### config.mk
export PLATFORM = sky130hd
export DESIGN_NAME = decode_flat
export DESIGN_NICKNAME = d
export VERILOG_FILES = /design/src/rtl/decode_if.sv /design/src/rtl/decode.sv /design/src/flat_wrapper.sv
export SDC_FILE = /design/constraint.sdc
export NUM_CORES = 1
export LEC_CHECK = 0
export BUFFER_PORTS_ARGS = -buffer_cell sky130_fd_sc_hd__buf_2
export CORE_MARGIN = 3
export CORE_UTILIZATION = 53
export CTS_CLUSTER_SIZE = 14
export DETAILED_ROUTE_END_ITERATION = 10
export PLACE_DENSITY = 0.72
export SKIP_LAST_GASP = 1
export SLEW_MARGIN = 25
export SYNTH_ARGS = -nofsm -noshare
export SYNTH_HDL_FRONTEND = slang
export SYNTH_SLANG_ARGS = --single-unit
### constraint.sdc
create_clock -name clock -period 2.7 [get_ports clock]
set_input_delay 0.54 -clock clock [delete_from_list [all_inputs] [get_ports clock]]
set_output_delay 0.54 -clock clock [all_outputs]
set_load 0.03 [all_outputs]
### src/rtl/decode_if.sv
// Fetch-to-decode and decode-to-execute signal bundle for the swt16 decode stage.
// The slave modport is the decode stage; the master modport is its environment.
interface decode_if #(
  parameter int PC_WIDTH   = 12,
  parameter int PMEM_WIDTH = 16,
  parameter int REG_WIDTH  = 16
);
  // Fetch side and control
  logic [PC_WIDTH-1:0]   in_pc;
  logic [PMEM_WIDTH-1:0] in_instr;
  logic                  in_flush;
  logic                  in_stall;
  // Write-back port
  logic                  in_wb_en;
  logic [3:0]            in_wb_addr;
  logic [REG_WIDTH-1:0]  in_wb_data;
  // Back-pressure to fetch and ID/EX register to execute
  logic                  out_hold;
  logic                  out_valid;
  logic [PC_WIDTH-1:0]   out_pc;
  logic [PMEM_WIDTH-1:0] out_instr;
  logic [3:0]            out_opcode;
  logic [3:0]            out_rd;
  logic [REG_WIDTH-1:0]  out_rs1_data;
  logic [REG_WIDTH-1:0]  out_rs2_data;
  logic [REG_WIDTH-1:0]  out_imm;

  modport master (
    output in_pc, in_instr, in_flush, in_stall, in_wb_en, in_wb_addr, in_wb_data,
    input  out_hold, out_valid, out_pc, out_instr, out_opcode, out_rd,
           out_rs1_data, out_rs2_data, out_imm
  );

  modport slave (
    input  in_pc, in_instr, in_flush, in_stall, in_wb_en, in_wb_addr, in_wb_data,
    output out_hold, out_valid, out_pc, out_instr, out_opcode, out_rd,
           out_rs1_data, out_rs2_data, out_imm
  );
endinterface

### src/rtl/decode.sv
// swt16 decode stage: captures fetch's PC/instruction, reads the 16-entry
// register file with write-back bypass, inserts one bubble on load-use
// hazards and presents the ID/EX pipeline register to execute.
module decode #(
  parameter int PC_WIDTH   = 12,
  parameter int PMEM_WIDTH = 16,
  parameter int REG_WIDTH  = 16
) (
  input logic     clock,
  input logic     reset,
  decode_if.slave bus
);
  localparam logic [3:0] OP_NOP = 4'h0;
  localparam logic [3:0] OP_IMM = 4'h8;
  localparam logic [3:0] OP_LD  = 4'h9;
  localparam logic [3:0] OP_BR  = 4'hB;

  // Register file and ID/EX state
  logic [REG_WIDTH-1:0]  rf_q [16];
  logic [REG_WIDTH-1:0]  rf_d [16];
  logic                  valid_q, valid_d;
  logic [PC_WIDTH-1:0]   pc_q, pc_d;
  logic [PMEM_WIDTH-1:0] instr_q, instr_d;
  logic [REG_WIDTH-1:0]  rs1_q, rs1_d;
  logic [REG_WIDTH-1:0]  rs2_q, rs2_d;

  logic [3:0]           in_op, rs1_addr, rs2_addr;
  logic [REG_WIDTH-1:0] rs1_rd, rs2_rd;
  logic                 in_reads_rs2;
  logic                 hazard;
  logic                 hold;

  assign in_op    = bus.in_instr[15:12];
  assign rs1_addr = bus.in_instr[7:4];
  assign rs2_addr = bus.in_instr[3:0];

  // Register file write: r0 is hard-wired to zero, so writes to it are dropped
  always_comb begin
    rf_d = rf_q;
    if (bus.in_wb_en && bus.in_wb_addr != 4'd0) begin
      rf_d[bus.in_wb_addr] = bus.in_wb_data;
    end
  end

  // Source reads with same-cycle write-back forwarding
  always_comb begin
    rs1_rd = (rs1_addr == 4'd0) ? '0 : rf_q[rs1_addr];
    rs2_rd = (rs2_addr == 4'd0) ? '0 : rf_q[rs2_addr];
    if (bus.in_wb_en && bus.in_wb_addr != 4'd0 && bus.in_wb_addr == rs1_addr) begin
      rs1_rd = bus.in_wb_data;
    end
    if (bus.in_wb_en && bus.in_wb_addr != 4'd0 && bus.in_wb_addr == rs2_addr) begin
      rs2_rd = bus.in_wb_data;
    end
  end

  // Load-use detection: a load in ID/EX whose destination the incoming
  // instruction sources; rs2 only counts for formats that actually read it
  always_comb begin
    in_reads_rs2 = !(in_op == OP_NOP || in_op == OP_IMM || in_op == OP_BR);
    hazard = valid_q && (instr_q[15:12] == OP_LD) && (instr_q[11:8] != 4'd0) &&
             ((instr_q[11:8] == rs1_addr) || (in_reads_rs2 && instr_q[11:8] == rs2_addr));
  end

  // ID/EX next state: stall holds, flush or hazard loads a bubble, else capture
  always_comb begin
    valid_d = valid_q;
    pc_d    = pc_q;
    instr_d = instr_q;
    rs1_d   = rs1_q;
    rs2_d   = rs2_q;
    hold    = 1'b0;
    if (bus.in_stall) begin
      hold = 1'b1;
    end else if (bus.in_flush || hazard) begin
      hold    = !bus.in_flush;
      valid_d = 1'b0;
      pc_d    = '0;
      instr_d = '0;
      rs1_d   = '0;
      rs2_d   = '0;
    end else begin
      valid_d = (bus.in_instr != '0);
      pc_d    = bus.in_pc;
      instr_d = bus.in_instr;
      rs1_d   = rs1_rd;
      rs2_d   = rs2_rd;
    end
  end

  // State registers; reset clears the pipeline register and the register file
  always_ff @(posedge clock or negedge reset) begin
    if (!reset) begin
      valid_q <= 1'b0;
      pc_q    <= '0;
      instr_q <= '0;
      rs1_q   <= '0;
      rs2_q   <= '0;
      for (int i = 0; i < 16; i++) begin
        rf_q[i] <= '0;
      end
    end else begin
      valid_q <= valid_d;
      pc_q    <= pc_d;
      instr_q <= instr_d;
      rs1_q   <= rs1_d;
      rs2_q   <= rs2_d;
      for (int i = 0; i < 16; i++) begin
        rf_q[i] <= rf_d[i];
      end
    end
  end

  assign bus.out_hold     = hold;
  assign bus.out_valid    = valid_q;
  assign bus.out_pc       = pc_q;
  assign bus.out_instr    = instr_q;
  assign bus.out_opcode   = instr_q[15:12];
  assign bus.out_rd       = instr_q[11:8];
  assign bus.out_rs1_data = rs1_q;
  assign bus.out_rs2_data = rs2_q;
  assign bus.out_imm      = {{(REG_WIDTH-8){instr_q[7]}}, instr_q[7:0]};
endmodule
### src/flat_wrapper.sv
// flat-port wrapper written by rule: the top's interface ports become plain ports
module decode_flat 
#(
  parameter int PC_WIDTH   = 12,
  parameter int PMEM_WIDTH = 16,
  parameter int REG_WIDTH  = 16
)
  (clock, reset, bus_in_pc, bus_in_instr, bus_in_flush, bus_in_stall, bus_in_wb_en, bus_in_wb_addr, bus_in_wb_data, bus_out_hold, bus_out_valid, bus_out_pc, bus_out_instr, bus_out_opcode, bus_out_rd, bus_out_rs1_data, bus_out_rs2_data, bus_out_imm);
  decode_if #(.PC_WIDTH(PC_WIDTH), .PMEM_WIDTH(PMEM_WIDTH), .REG_WIDTH(REG_WIDTH)) bus_i ();
  input logic clock;
  input logic reset;
  input wire logic [$bits(bus_i.in_pc)-1:0] bus_in_pc;
  input wire logic [$bits(bus_i.in_instr)-1:0] bus_in_instr;
  input wire logic [$bits(bus_i.in_flush)-1:0] bus_in_flush;
  input wire logic [$bits(bus_i.in_stall)-1:0] bus_in_stall;
  input wire logic [$bits(bus_i.in_wb_en)-1:0] bus_in_wb_en;
  input wire logic [$bits(bus_i.in_wb_addr)-1:0] bus_in_wb_addr;
  input wire logic [$bits(bus_i.in_wb_data)-1:0] bus_in_wb_data;
  output wire logic [$bits(bus_i.out_hold)-1:0] bus_out_hold;
  output wire logic [$bits(bus_i.out_valid)-1:0] bus_out_valid;
  output wire logic [$bits(bus_i.out_pc)-1:0] bus_out_pc;
  output wire logic [$bits(bus_i.out_instr)-1:0] bus_out_instr;
  output wire logic [$bits(bus_i.out_opcode)-1:0] bus_out_opcode;
  output wire logic [$bits(bus_i.out_rd)-1:0] bus_out_rd;
  output wire logic [$bits(bus_i.out_rs1_data)-1:0] bus_out_rs1_data;
  output wire logic [$bits(bus_i.out_rs2_data)-1:0] bus_out_rs2_data;
  output wire logic [$bits(bus_i.out_imm)-1:0] bus_out_imm;
  assign bus_i.in_pc = bus_in_pc;
  assign bus_i.in_instr = bus_in_instr;
  assign bus_i.in_flush = bus_in_flush;
  assign bus_i.in_stall = bus_in_stall;
  assign bus_i.in_wb_en = bus_in_wb_en;
  assign bus_i.in_wb_addr = bus_in_wb_addr;
  assign bus_i.in_wb_data = bus_in_wb_data;
  assign bus_out_hold = bus_i.out_hold;
  assign bus_out_valid = bus_i.out_valid;
  assign bus_out_pc = bus_i.out_pc;
  assign bus_out_instr = bus_i.out_instr;
  assign bus_out_opcode = bus_i.out_opcode;
  assign bus_out_rd = bus_i.out_rd;
  assign bus_out_rs1_data = bus_i.out_rs1_data;
  assign bus_out_rs2_data = bus_i.out_rs2_data;
  assign bus_out_imm = bus_i.out_imm;
  decode #(.PC_WIDTH(PC_WIDTH), .PMEM_WIDTH(PMEM_WIDTH), .REG_WIDTH(REG_WIDTH)) u_core (.clock(clock), .reset(reset), .bus(bus_i));
endmodule
# After elaboration in Yosys (flattened, before gate mapping)

Index checks and enable logic that the tools add are counted.

Bitwise gates (word level): 3
Reduce and logical (&&, ||, !) cells: 20
Eq/ne operators: 7
Order comparisons: 4
Mux-type cells: 20

Operator list:

| operator           | number |
|---|---|
| $bwmux 256         | 1 |
| $mux 16            | 12 |
| $bmux 16 s4        | 2 |
| $demux 16 s4       | 1 |
| $eq 4x4->1         | 4 |
| $reduce_bool 16->1 | 1 |
| $ge 5x5->1 const B | 3 |
| $not 4->5          | 3 |
| $eq 4x4->1 const B | 3 |
| $logic_not 4->1    | 3 |
| $mux 12            | 1 |
| $logic_and 1x1->1  | 8 |
| $reduce_bool 4->1  | 2 |
| $lt 5x1->1 const B | 1 |
| $logic_or 1x1->1   | 4 |
| $mux 1             | 3 |
| $logic_not 1->1    | 2 |

Bits in registers: 317
Word-level logic and storage cells: 75
Input port bits: 53
Output and inout port bits: 86

# Longest topological paths before layout

Gate-level depths: netlist (run 1).

Word-level depth: 10
Mapped depth: 10
Depth with buffers taken out: 6

# Worst setup path after synthesis (run 1)

OpenSTA, ideal clock, no wires.

Path type: input-to-reg
From: input port bus_in_instr[5]
To: register u_core.rs1_q[14], in the netlist u_core.bus.out_rs1_data[14]
Path buffers: 3
Required time: 2.574 ns
Arrival: 2.146 ns
Library setup time: 0.126 ns
Cell stages on the path: 7
Slack: 0.428 ns
Path through: buf_2 -> buf_2 -> clkbuf_1 -> mux4_2 -> a22oi_1 -> o21ai_1 -> a221o_1

Longest elaborated chain between the ends: 7

RTL lines:

| what                                       | line               | RTL |
|---|---|---|
| start: declaration                         | flat_wrapper.sv:13 | `input wire logic [$bits(bus_i.in_instr)-1:0] bus_in_instr;` |
| $not 4->5 (not written as such)            | decode.sv:47       | `rs1_rd = (rs1_addr == 4'd0) ? '0 : rf_q[rs1_addr];` |
| $bmux 16 s4                                | decode.sv:47       |  |
| $mux 16 (not written as such) (2 in a row) | decode.sv:47       |  |
| $mux 16                                    | decode.sv:47       |  |
| $mux 16                                    | decode.sv:49       | `if (bus.in_wb_en && bus.in_wb_addr != 4'd0 && bus.in_wb_addr == rs1_addr) begin` |
| $mux 16 (*)                                | decode.sv:75       | `end else if (bus.in_flush \|\| hazard) begin` |
| end signal: assignment                     | decode.sv:106      | `rs1_q <= rs1_d;` |
| end: declaration                           | decode.sv:24       | `logic [REG_WIDTH-1:0] rs1_q, rs1_d;` |

Every way passes the cells marked *; elsewhere a longest branch is shown, timed or not. The select of a mux whose other input is x is not followed.
A chain may end at the register's enable or synchronous reset.

# Worst setup path in the final report (run 1)

From: register u_core.instr_q[8], in the netlist u_core.bus.out_instr[8]
To: output port bus_out_hold

Longest elaborated chain between the ends: 7

RTL lines:

| what                     | line               | RTL |
|---|---|---|
| start: declaration       | decode.sv:23       | `logic [PMEM_WIDTH-1:0] instr_q, instr_d;` |
| start signal: assignment | decode.sv:105      | `instr_q <= instr_d;` |
| $eq 4x4->1               | decode.sv:62       | `((instr_q[11:8] == rs1_addr) \|\| (in_reads_rs2 && instr_q[11:8] == rs2_addr));` |
| $logic_and 1x1->1        | decode.sv:62       |  |
| $logic_or 1x1->1         | decode.sv:62       |  |
| $logic_and 1x1->1 (*)    | decode.sv:61       | `hazard = valid_q && (instr_q[15:12] == OP_LD) && (instr_q[11:8] != 4'd0) &&` |
| $logic_or 1x1->1 (*)     | decode.sv:75       |  |
| $mux 1 (*)               | decode.sv:75       |  |
| $mux 1 (*)               | decode.sv:73       | `if (bus.in_stall) begin` |
| end: declaration         | flat_wrapper.sv:19 | `output wire logic [$bits(bus_i.out_hold)-1:0] bus_out_hold;` |

Every way passes the cells marked *; elsewhere a longest branch is shown, timed or not.

==> impl_results.md, run 1 <==
* Top layer in use: met4
* Ys async rst share at 1.00
* Synth cell types at 48
* Commonest cells post-synth: 317 x dfrtp_1, 245 x mux2_2, 136 x mux4_2, 65 x clkbuf_1, 44 x nand3_1
* IO Count at 139
* Final Setup Violations at 0
* HP Class: input pin to flip-flop
* WL met2 at 20600 um
* Num CTS Buffers at 34
* Post-synthesis cell count at 1111
* Synth Flop Type: dfrtp_1
* Rel. slew slack at 0.497
* Die height at 182 um
* Arrival @ worst endpoint at 2060 ps
* Initial antenna violation count at 0
* Max VDD drop at 0.433 mV
* Crit path time final at 2600 ps
* Count leader, synth: dfrtp_1
* WS Path Type: flip-flop to primary output
* Routed vias/inst at 6.53
* Average wire per standard cell at 26.6 um
* Pre-antenna DRT Iters at 5
* ANT cells at 0
* Residual DRC count at 0
* WL met3 at 3230 um
* Startpoint Class: flip-flop
* FF/Latch Area at 7930 sq um
* CTS tree: built
* Max Cap Viol at 0
* CTS root buf: clkbuf_16
* # nets final at 1255
* Mean Syn Cell Area at 14.7 sq um
* Synth Net Count at 1164
* FMAX at 384 MHz
* Fin. max-slew vios at 0
* 1st-iter DRT viols at 795
* Fill cells at 2205
* CP max FO at 6
* Total congestion overflow at 0
* Later-pin clock latency in the skew report at 510 ps
* Syn-to-layout area delta at 15.1%
* Number of global-route vias before repair at 10.9k
* CP required at 2160 ps
* Post-Syn Area at 16300 sq um
* First-pass GRT wire length at 66600 um
* Cell row count at 63
* Leak at 8.16 nW
* Antenna-violating nets left at 0
* Wl on met1 at 17500 um
* Setup Skew at 8.66 ps
* Post-CTS Setup Bufs at 0
* Dpl hpwl at 26700 um
* Die width at 182 um
* Synthesis warning total at 0
* CTS Buffer Depth at 3
* RSZ-0062 raised after global routing: no
* Synth area leaders: dfrtp_1 49%, mux4_2 19%, mux2_2 17%
* H-Tree Level Count at 2
* Area of the multi-input gates at 7730 sq um
* Pin count of the biggest net entering global routing at 64
* Via Count at 10.6k
* Seq/Total Area, Yosys at 0.485
* Routed Wire Length at 43000 um
* Worst slew pin tran at 755 ps
* Total chip power at 15.2 mW
* Die ar. at 33000 sq um
* Power per cell area at 806 nW/um^2
* Clk pin slew, worst setup/hold paths at 60 ps
* Period utilization at 0.964
* GRT Util Overall at 0.263
* Initial Util at 0.544
* Post-synthesis register bit count at 317
* Fraction of final layout cells sized beyond drive strength 1 at 0.530
* Core area at 30000 sq um
* Status: complete, no violations
* Count of final hold-check violations at 0
* Setup_tns at 0 ps
* Count of buffers from port buffering at 138
* Critical Path End Type: primary output
* Number of synthesized flops with an enable pin at 0
* Yosys top cell area share at 0.485
* Area leader, netlist: dfrtp_1
* Clk sinks at 317
* Routability cong. at 0.837
-- layout by cell type (no fill, tap or decap), types with 16 or more instances in the layout --
cell / count
mux2_2: 245
mux4_2: 136
buf_2: 134
a221o_1: 18
buf_4: 39
dfrtp_1: 317
a22o_1: 29
clkbuf_16: 37
nand3_1: 44
mux2i_1: 16
nand2_1: 24
buf_12: 20
-- flip-flops by register name, summed over array words and instances, names as in the netlist --
signal / count
u_core.bus.out_valid: 1
u_core.rf_q: 256
u_core.bus.out_rs2_data: 16
u_core.bus.out_rs1_data: 16
u_core.bus.out_pc: 12
u_core.bus.out_instr: 16
-- metal layers --
| metal | vias up | track usage |
|---|---|---|
| li1 | 4427 | - |
| met1 | 5565 | 0.359 |
| met2 | 471 | 0.421 |
| met3 | 96 | 0.0559 |
| met4 | 0 | 0.0999 |
| met5 | - | 0 |
-- power by group --
| part | internal (mW) | switching (mW) |
|---|---|---|
| combinational | 1.93 | 1.58 |
| clock | 3.25 | 1.86 |
| sequential | 5.77 | 0.773 |
| total | 10.9 | 4.21 |
-- path summary, 6_finish.rpt --
kind,startpoint,slack (ps),end,cells after the start
min in group asynchronous,reset,580,u_core.bus.out_instr[8],2
min reg2reg,u_core.rf_q[244],400,u_core.rf_q[244],0
max in group asynchronous,reset,1330,u_core.rf_q[39],3
min,bus_in_pc[10],260,u_core.bus.out_pc[10],2
max reg2reg,u_core.bus.out_instr[11],220,u_core.bus.out_rs1_data[15],7
max,u_core.bus.out_instr[8],100,bus_out_hold,6
-- worst max-delay path, cell delays in order (launching register included) --
cell      delay (ps)
dfrtp_1          460
xnor2_1          230
nand4_1          150
a21oi_2          210
o21ai_0          100
o21bai_1         180
buf_2            230
-- logic make-up (layout without fill, tap and decap cells) --
logic type / count (synthesis) / after routing / synth area share
muxes: 399 / 399 / 0.367
and+or+nand+nor: 138 / 138 / 0.0450
buffers and inverters: 144 / 259 / 0.0452
AOI/OAI and AO/OA: 97 / 97 / 0.0483
xor gates and xnor gates: 16 / 16 / 0.00858
DFF: 317 / 317 / 0.485
-- through the flow --
stage	util	hold slack (ps)	instances	area [sq um]	setup WS, ps
after global placement	0.584	376	1554	17500	-107
after global routing	0.626	252	1616	18800	5.18
after CTS	0.626	250	1616	18800	32.6
after detailed placement	0.584	385	1555	17500	-17.7
after floorplan	-	244	1111	16300	428
final	0.626	261	1616	18800	97.9
-- what timing repair did --
item,4_1_cts,5_1_grt
resized for setup,1,2
hold buffers,1,0
endpoints found under the hold margin,44,0
endpoints found under the setup margin,1,1
-- final cells by class --
type                       count  share of cell area
multi-input combinational    650               0.411
inverter                       3            0.000599
clock inverter                12              0.0112
sequential                   317               0.422
tap                          390              0.0259
timing repair buffer         196              0.0746
clock buffer                  48              0.0551
No activity file was read; power rests on OpenSTA's default activity.
==> inputs of run 2 (changes only) <==
Settings changed: ABC_AREA from default to 1.
==> run 2 against run 1 <==
  * Register-to-register slack improved by 660 ps
  * Maximum frequency increased by 6.3%
  * Flip-flop and latch count unchanged
  * Routed wire length increased by 35%
  * Largest cell class unchanged
==> impl_results.md, run 2 <==
* Psw at 4.56 mW (+8.3%)
* Synth Net Count at 2729 (+130%)
* Crit path max-delay family: simple AND/OR/NAND/NOR gates
* Area leader, netlist: dfrtp_1
* Post-synthesis compound-gate area fraction at 0.0900 (+0.0417)
* Pre-antenna DRT Iters at 6 (+1)
* CTS tree: built
* Worst setup margin at 252 ps (+154 ps)
* Synthesis warning total at 0 (unchanged)
* Seq/Total Area, Yosys at 0.440 (-0.0456)
* Mean Syn Cell Area at 6.74 sq um (-54%)
* Fill cells at 3050 (+38%)
* Final Setup Violations at 0 (unchanged)
* Commonest cells post-synth: 1034 x nand2_1, 375 x nand3_1, 317 x dfrtp_1, 292 x inv_1, 272 x o21ai_0
* Clk pin slew, worst setup/hold paths at 60 ps (about the same)
* Slowest stage delay, CP at 450 ps (about the same)
* Core area at 33000 sq um (+10%)
* Post-Synth XOR/XNOR Area at 0.00486 (-0.00372)
* Most common cell after layout, fill and taps aside: nand2_1
* Critical Path End Type: primary output
* IO Count at 139 (unchanged)
* Main combinational cell family by area after synthesis: simple AND/OR/NAND/NOR gates
* WS Path Type: flip-flop to primary output
* Die width at 190 um (+4.9%)
* WHS Path Cells at 3 (+1)
* Fin. max-slew vios at 0 (unchanged)
* Synth Flop Type: dfrtp_1
* Worst slew pin tran at 1030 ps (+277 ps)
* CTS Buffer Depth at 3 (unchanged)
* FMAX at 409 MHz (+6.3%)
* Routed vias/inst at 5.68 (-13%)
* HP Class: input pin to flip-flop
* GRT Util Overall at 0.323 (+0.0594)
* Number of global-route vias before repair at 17.1k (+56%)
* First-pass GRT wire length at 92800 um (+39%)
* Stages on worst setup path at 9 (+3)
* Dpl hpwl at 35800 um (+34%)
* Die height at 190 um (+4.9%)
* Post-CTS Setup Bufs at 0 (unchanged)
* Final core utilization at 0.602 (-0.0240)
* Startpoint Class: flip-flop
* Commonest non-fill, non-tap cells in the layout: 1034 x nand2_1, 375 x nand3_1, 317 x dfrtp_1, 290 x inv_1, 272 x o21ai_0
* Residual DRC count at 0 (unchanged)
* Crit path time final at 2450 ps (-154 ps)
* Initial antenna violation count at 0 (unchanged)
* Mux cell area share after synthesis at 0 (-0.367)
* Average wire per standard cell at 18.4 um (-31%)
* PostCTS Resize Cnt at 0 (-1)
* R2r setup slk at 880 ps (+660 ps)
* Simple-gate share of the synthesized area at 0.344 (+0.298)
* Comb power frac at 0.232 (about the same)
* Post-Syn Area at 18000 sq um (+10%)
* Number of synthesized flops with an enable pin at 0 (unchanged)
* Post-synthesis cell count at 2676 (+140%)
* Cell row count at 66 (+4.8%)
* Post-synthesis adder-cell area fraction at 0 (unchanged)
* Via Count at 17.9k (+70%)
* Internal power at 9.15 mW (-16%)
* Die ar. at 36300 sq um (+10%)
* Initial Util at 0.546 (+0.00185)
* Period utilization at 0.907 (-0.0572)
* Leak at 11.0 nW (+34%)
* Yosys top cell area share at 0.440 (-0.0456)
* Syn-to-layout area delta at 10.3%
* Antenna-violating nets left at 0 (unchanged)
* Final hold slack at 209 ps (-52.4 ps)
* CTS root buf: clkbuf_16
* Routed Wire Length at 58200 um (+35%)
* Fraction of final layout cells sized beyond drive strength 1 at 0.0955 (-0.435)
* H-Tree Level Count at 2 (unchanged)
* Status: complete, no violations
* Max Cap Viol at 0 (unchanged)
* Clk sinks at 317 (unchanged)
* Ys async rst share at 1.00 (unchanged)
* Arrival @ worst endpoint at 1910 ps (-150 ps)
* Rel. slew slack at 0.311 (-0.186)
* Design Area, Final at 19900 sq um (+5.8%)
* Setup Skew at 20.2 ps (+11.6 ps)
* Count leader, synth: nand2_1
* Post-synthesis register bit count at 317 (unchanged)
* Count of buffers from port buffering at 138 (unchanged)
* Switching share of power at 0.333 (+0.0549)
* CP max FO at 5 (-1)
* Placement Cell Area at 18800 sq um (+7.5%)
* Later-pin clock latency in the skew report at 530 ps (+20 ps)
* Clock power frac at 0.327 (-0.010)
* Setup_tns at 0 ps (unchanged)
* Total congestion overflow at 0 (unchanged)
* # nets final at 2745 (+120%)
* Synth cell types at 26 (-46%)
* RSZ-0062 raised after global routing: no
* CP Cell Sequence: inv_1 > nand2_1 > nand2_1 > nor2_1 > nand3_1 > nand2_1 > nand2_1 > o21ai_0 > buf_2
* Pin count of the biggest net entering global routing at 121 (+89%)
* Seq pwr share at 0.441 (+0.009)
* Place WS at 331 ps (+349 ps)
* 1st-iter DRT viols at 2120 (+170%)
* Slowest stage cell, crit path: dfrtp_1
* R2r worst-path depth at 11 (+4)
* CP required at 2160 ps (about the same)
* Max VDD drop at 0.590 mV (+36%)
* Count of final hold-check violations at 0 (unchanged)
* Critical Path Most Common Cell: nand2_1
* Routability cong. at 0.917 (+9.4%)
* Synth area leaders: dfrtp_1 44%, nand2_1 22%, nand3_1 10%
* Power per cell area at 689 nW/um^2 (-15%)
* Number of flip-flops in the largest register at 256 (unchanged)
* Num CTS Buffers at 36 (+5.9%)
* Hold buffers post-CTS at 1 (unchanged)
* ANT cells at 0 (unchanged)
* WP buf/inv at 2 (+1)
* Largest Register: u_core.rf_q
## run 2: changes by cell type after synthesis, sizes merged, moves of 48 or more
cell    delta
nand2   +1010
inv      +293
mux2     -247
clkbuf    +48
o21ai    +266
mux4     -136
nand3    +333
nor2      +78
## run 2: worst reg2reg max path, cell delays in order, from the launching register on
cell	delay, ps
dfrtp_1	450
inv_1	120
nand2_1	70
nand2_1	60
nor2_1	40
nand3_1	70
nand2_1	60
nand2_1	100
nand2_1	90
inv_1	470
nand2_1	150
nand2_1	90
## run 2: layer usage
metal  share of wire  track usage  vias up
li1                -            -     8344
met5               0            0        -
met1            0.40        0.438     8383
met4           0.053        0.157        0
met2            0.45        0.514     1003
met3            0.10       0.0443      195
## run 2: area by class of cell
cell class	count	area, sq um	area share
clock inverters	12	70.1	0.00352
clock buffers	46	970	0.0487
multi-input cells	1841	7910	0.397
inverters	296	1120	0.0563
well taps	442	553	0.0278
repair buffers	200	1350	0.0678
flip-flops and latches	317	7930	0.399
## run 2: cells by family (layout without fill, tap and decap cells)
| kind of cell | after synthesis | in the layout |
|---|---|---|
| buf+inv | 518 | 554 |
| xor+xnor | 10 | 10 |
| compound gates | 316 | 316 |
| simple gates | 1515 | 1515 |
| flops | 317 | 317 |
## run 2: stage by stage
stage | std cells | power, mW
after floorplan | 2676 | 8.31
after global placement | 3095 | 9.13
after detailed placement | 3095 | 9.24
after CTS | 3154 | 13.7
after global routing | 3154 | 14.5
final | 3154 | 13.7
## run 2: path summary, 6_finish.rpt
kind / end / start
min: u_core.bus.out_pc[11] / bus_in_pc[11]
max reg2reg: u_core.bus.out_pc[2] / u_core.bus.out_instr[8]
min reg2reg: u_core.rf_q[255] / u_core.rf_q[255]
max in group asynchronous: u_core.rf_q[223] / reset
max: bus_out_hold / u_core.bus.out_instr[8]
min in group asynchronous: u_core.rf_q[48] / reset
## run 2: power by group through the flow
stage	logic, mW	registers, mW	clock network [mW]
final	3.18	6.05	4.48
after global routing	3.64	6.14	4.73
after CTS	3.16	6.03	4.55
after detailed placement	3.14	6.11	0
after global placement	3.05	6.08	0
after floorplan	2.14	6.17	0
==> inputs of run 3 (changes only) <==
Settings changed: CORE_MARGIN 3 to 1.
==> run 3 against run 2 <==
  * Clock power increased by 14%
  * Clock skew is 7.6 ps lower
  * Routed wire length down 0.18%
  * Worst setup slack improved by 64 ps
  * Critical endpoint unchanged
  * Largest cell class unchanged
  * Highest routed layer unchanged
==> impl_results.md, run 3 (same netlist as run 2, synthesis figures left out) <==
* Status: complete, no violations
* FMAX at 420 MHz (+2.7%)
* Fin. max-slew vios at 0 (unchanged)
* Num CTS Buffers at 37 (+2.8%)
* Fraction of final layout cells sized beyond drive strength 1 at 0.0957 (+0.000157)
* Clk sinks at 317 (unchanged)
* Final core utilization at 0.598 (-0.00395)
* Comb power frac at 0.222 (-0.010)
* GRT Util Overall at 0.339 (+0.0165)
* First-pass GRT wire length at 93600 um (+0.91%)
* Pin count of the biggest net entering global routing at 140 (+16%)
* Pre-antenna DRT Iters at 5 (-1)
* Clk pin slew, worst setup/hold paths at 60 ps (about the same)
* Die ar. at 34800 sq um (-4.2%)
* Switching share of power at 0.323 (-0.00986)
* Routed vias/inst at 5.69 (+0.10%)
* Setup_tns at 0 ps (unchanged)
* Average wire per standard cell at 18.3 um (-0.56%)
* Arrival @ worst endpoint at 1840 ps (-70 ps)
* CTS root buf: clkbuf_16
* Critical Path End Type: primary output
* ANT cells at 0 (unchanged)
* Antenna-violating nets left at 0 (unchanged)
* Seq pwr share at 0.423 (-0.018)
* CP required at 2160 ps (about the same)
* WS Path Type: flip-flop to primary output
* CTS Buffer Depth at 3 (unchanged)
* # nets final at 2743 (-0.073%)
* Total chip power at 14.3 mW (+4.6%)
* Die width at 186 um (-2.1%)
* H-Tree Level Count at 2 (unchanged)
* Dpl hpwl at 35400 um (-1.0%)
* Number of global-route vias before repair at 17.4k (+2.1%)
* Die height at 186 um (-2.1%)
* Startpoint Class: flip-flop
* Syn-to-layout area delta at 11.3%
* Most common cell after layout, fill and taps aside: nand2_1
* IO Count at 139 (unchanged)
* Psw at 4.63 mW (+1.5%)
* RSZ-0062 raised after global routing: no
* HP Class: input pin to flip-flop
* Leak at 11.0 nW (+0.61%)
* Placement Cell Area at 18800 sq um (-0.15%)
* Core area at 33500 sq um (+1.5%)
* Power per cell area at 714 nW/um^2 (+3.7%)
* Cell row count at 67 (+1.5%)
* Max Cap Viol at 0 (unchanged)
* PostCTS Resize Cnt at 0 (unchanged)
* Commonest non-fill, non-tap cells in the layout: 1034 x nand2_1, 375 x nand3_1, 317 x dfrtp_1, 290 x inv_1, 272 x o21ai_0
* Rel. slew slack at 0.424 (+0.113)
* Crit path time final at 2380 ps (-64.1 ps)
* Later-pin clock latency in the skew report at 520 ps (about the same)
* Initial antenna violation count at 0 (unchanged)
* Residual DRC count at 0 (unchanged)
* Total congestion overflow at 0 (unchanged)
* Final Setup Violations at 0 (unchanged)
* Routed Wire Length at 58000 um (-0.18%)
* Worst slew pin tran at 863 ps (-169 ps)
* Largest Register: u_core.rf_q
* 1st-iter DRT viols at 1931 (-8.9%)
* Initial Util at 0.538 (-0.00815)
* Count of final hold-check violations at 0 (unchanged)
* Routability cong. at 0.897 (-2.1%)
* Hold buffers post-CTS at 1 (unchanged)
* Count of buffers from port buffering at 138 (unchanged)
* Number of flip-flops in the largest register at 256 (unchanged)
* Via Count at 18.0k (+0.49%)
* Internal power at 9.71 mW (+6.1%)
* Setup Skew at 12.6 ps (-7.61 ps)
* Clock power frac at 0.355 (+0.028)
* CP max FO at 6 (+1)
* Period utilization at 0.883 (-0.0237)
* Max VDD drop at 0.540 mV (-8.5%)
* CTS tree: built
* Design Area, Final at 20100 sq um (+0.85%)
* Post-CTS Setup Bufs at 0 (unchanged)
[run 3: worst paths after layout]
| check | depth (start not counted) | end | from | slack [ps] |
|---|---|---|---|---|
| setup reg to reg | 9 | u_core.bus.out_pc[11] | u_core.bus.out_instr[8] | 910 |
| min in group asynchronous | 2 | u_core.rf_q[0] | reset | 430 |
| setup / recovery | 9 | bus_out_hold | u_core.bus.out_instr[10] | 320 |
| hold reg to reg | 0 | u_core.rf_q[250] | u_core.rf_q[250] | 380 |
| max in group asynchronous | 3 | u_core.bus.out_pc[9] | reset | 1470 |
| hold / removal | 3 | u_core.bus.out_pc[7] | bus_in_pc[7] | 210 |
[run 3: cell type report]
cell class	instances	area (sq um)
flip-flops and latches	317	7930
repair buffers	197	1310
multi-input cells	1841	7910
clock inverters	6	87.6
well taps	448	561
fillers	3162	13500
clock buffers	61	1150
inverters	296	1120
[run 3: power groups by stage]
stage               combinational, mW  sequential (mW)  clock (mW)
floorplan                        2.14             6.17           0
global placement                 3.04             6.09           0
detailed placement               3.14             6.12           0
CTS                              3.16             6.04        5.16
global route                     3.63             6.15        5.37
finish                           3.18             6.06        5.10
[run 3: critical path, cell delays in order (launching register included)]
cell     delay (ps)
dfrtp_1         460
inv_1            90
nand2_1          60
nand2_1          50
nor2_1          100
nand3_1          80
nand2_1          70
nand2_1          60
o21ai_0         140
buf_2           220
[run 3: stage by stage]
step / std cells / worst slack, ps / hold slack [ps]
after CTS: 3166 / 313 / 207
after detailed placement: 3098 / 364 / 363
final: 3166 / 316 / 210
after global routing: 3166 / 153 / 215
after floorplan: 2676 / 382 / 244
after global placement: 3098 / 393 / 364
[run 3: layer usage]
metal  track usage  vias to the layer above  share of wire
met5             0                        -              0
met4         0.183                        0          0.054
met3        0.0611                      202          0.098
met2         0.528                     1029           0.44
met1         0.452                     8429           0.41
li1              -                     8352              -
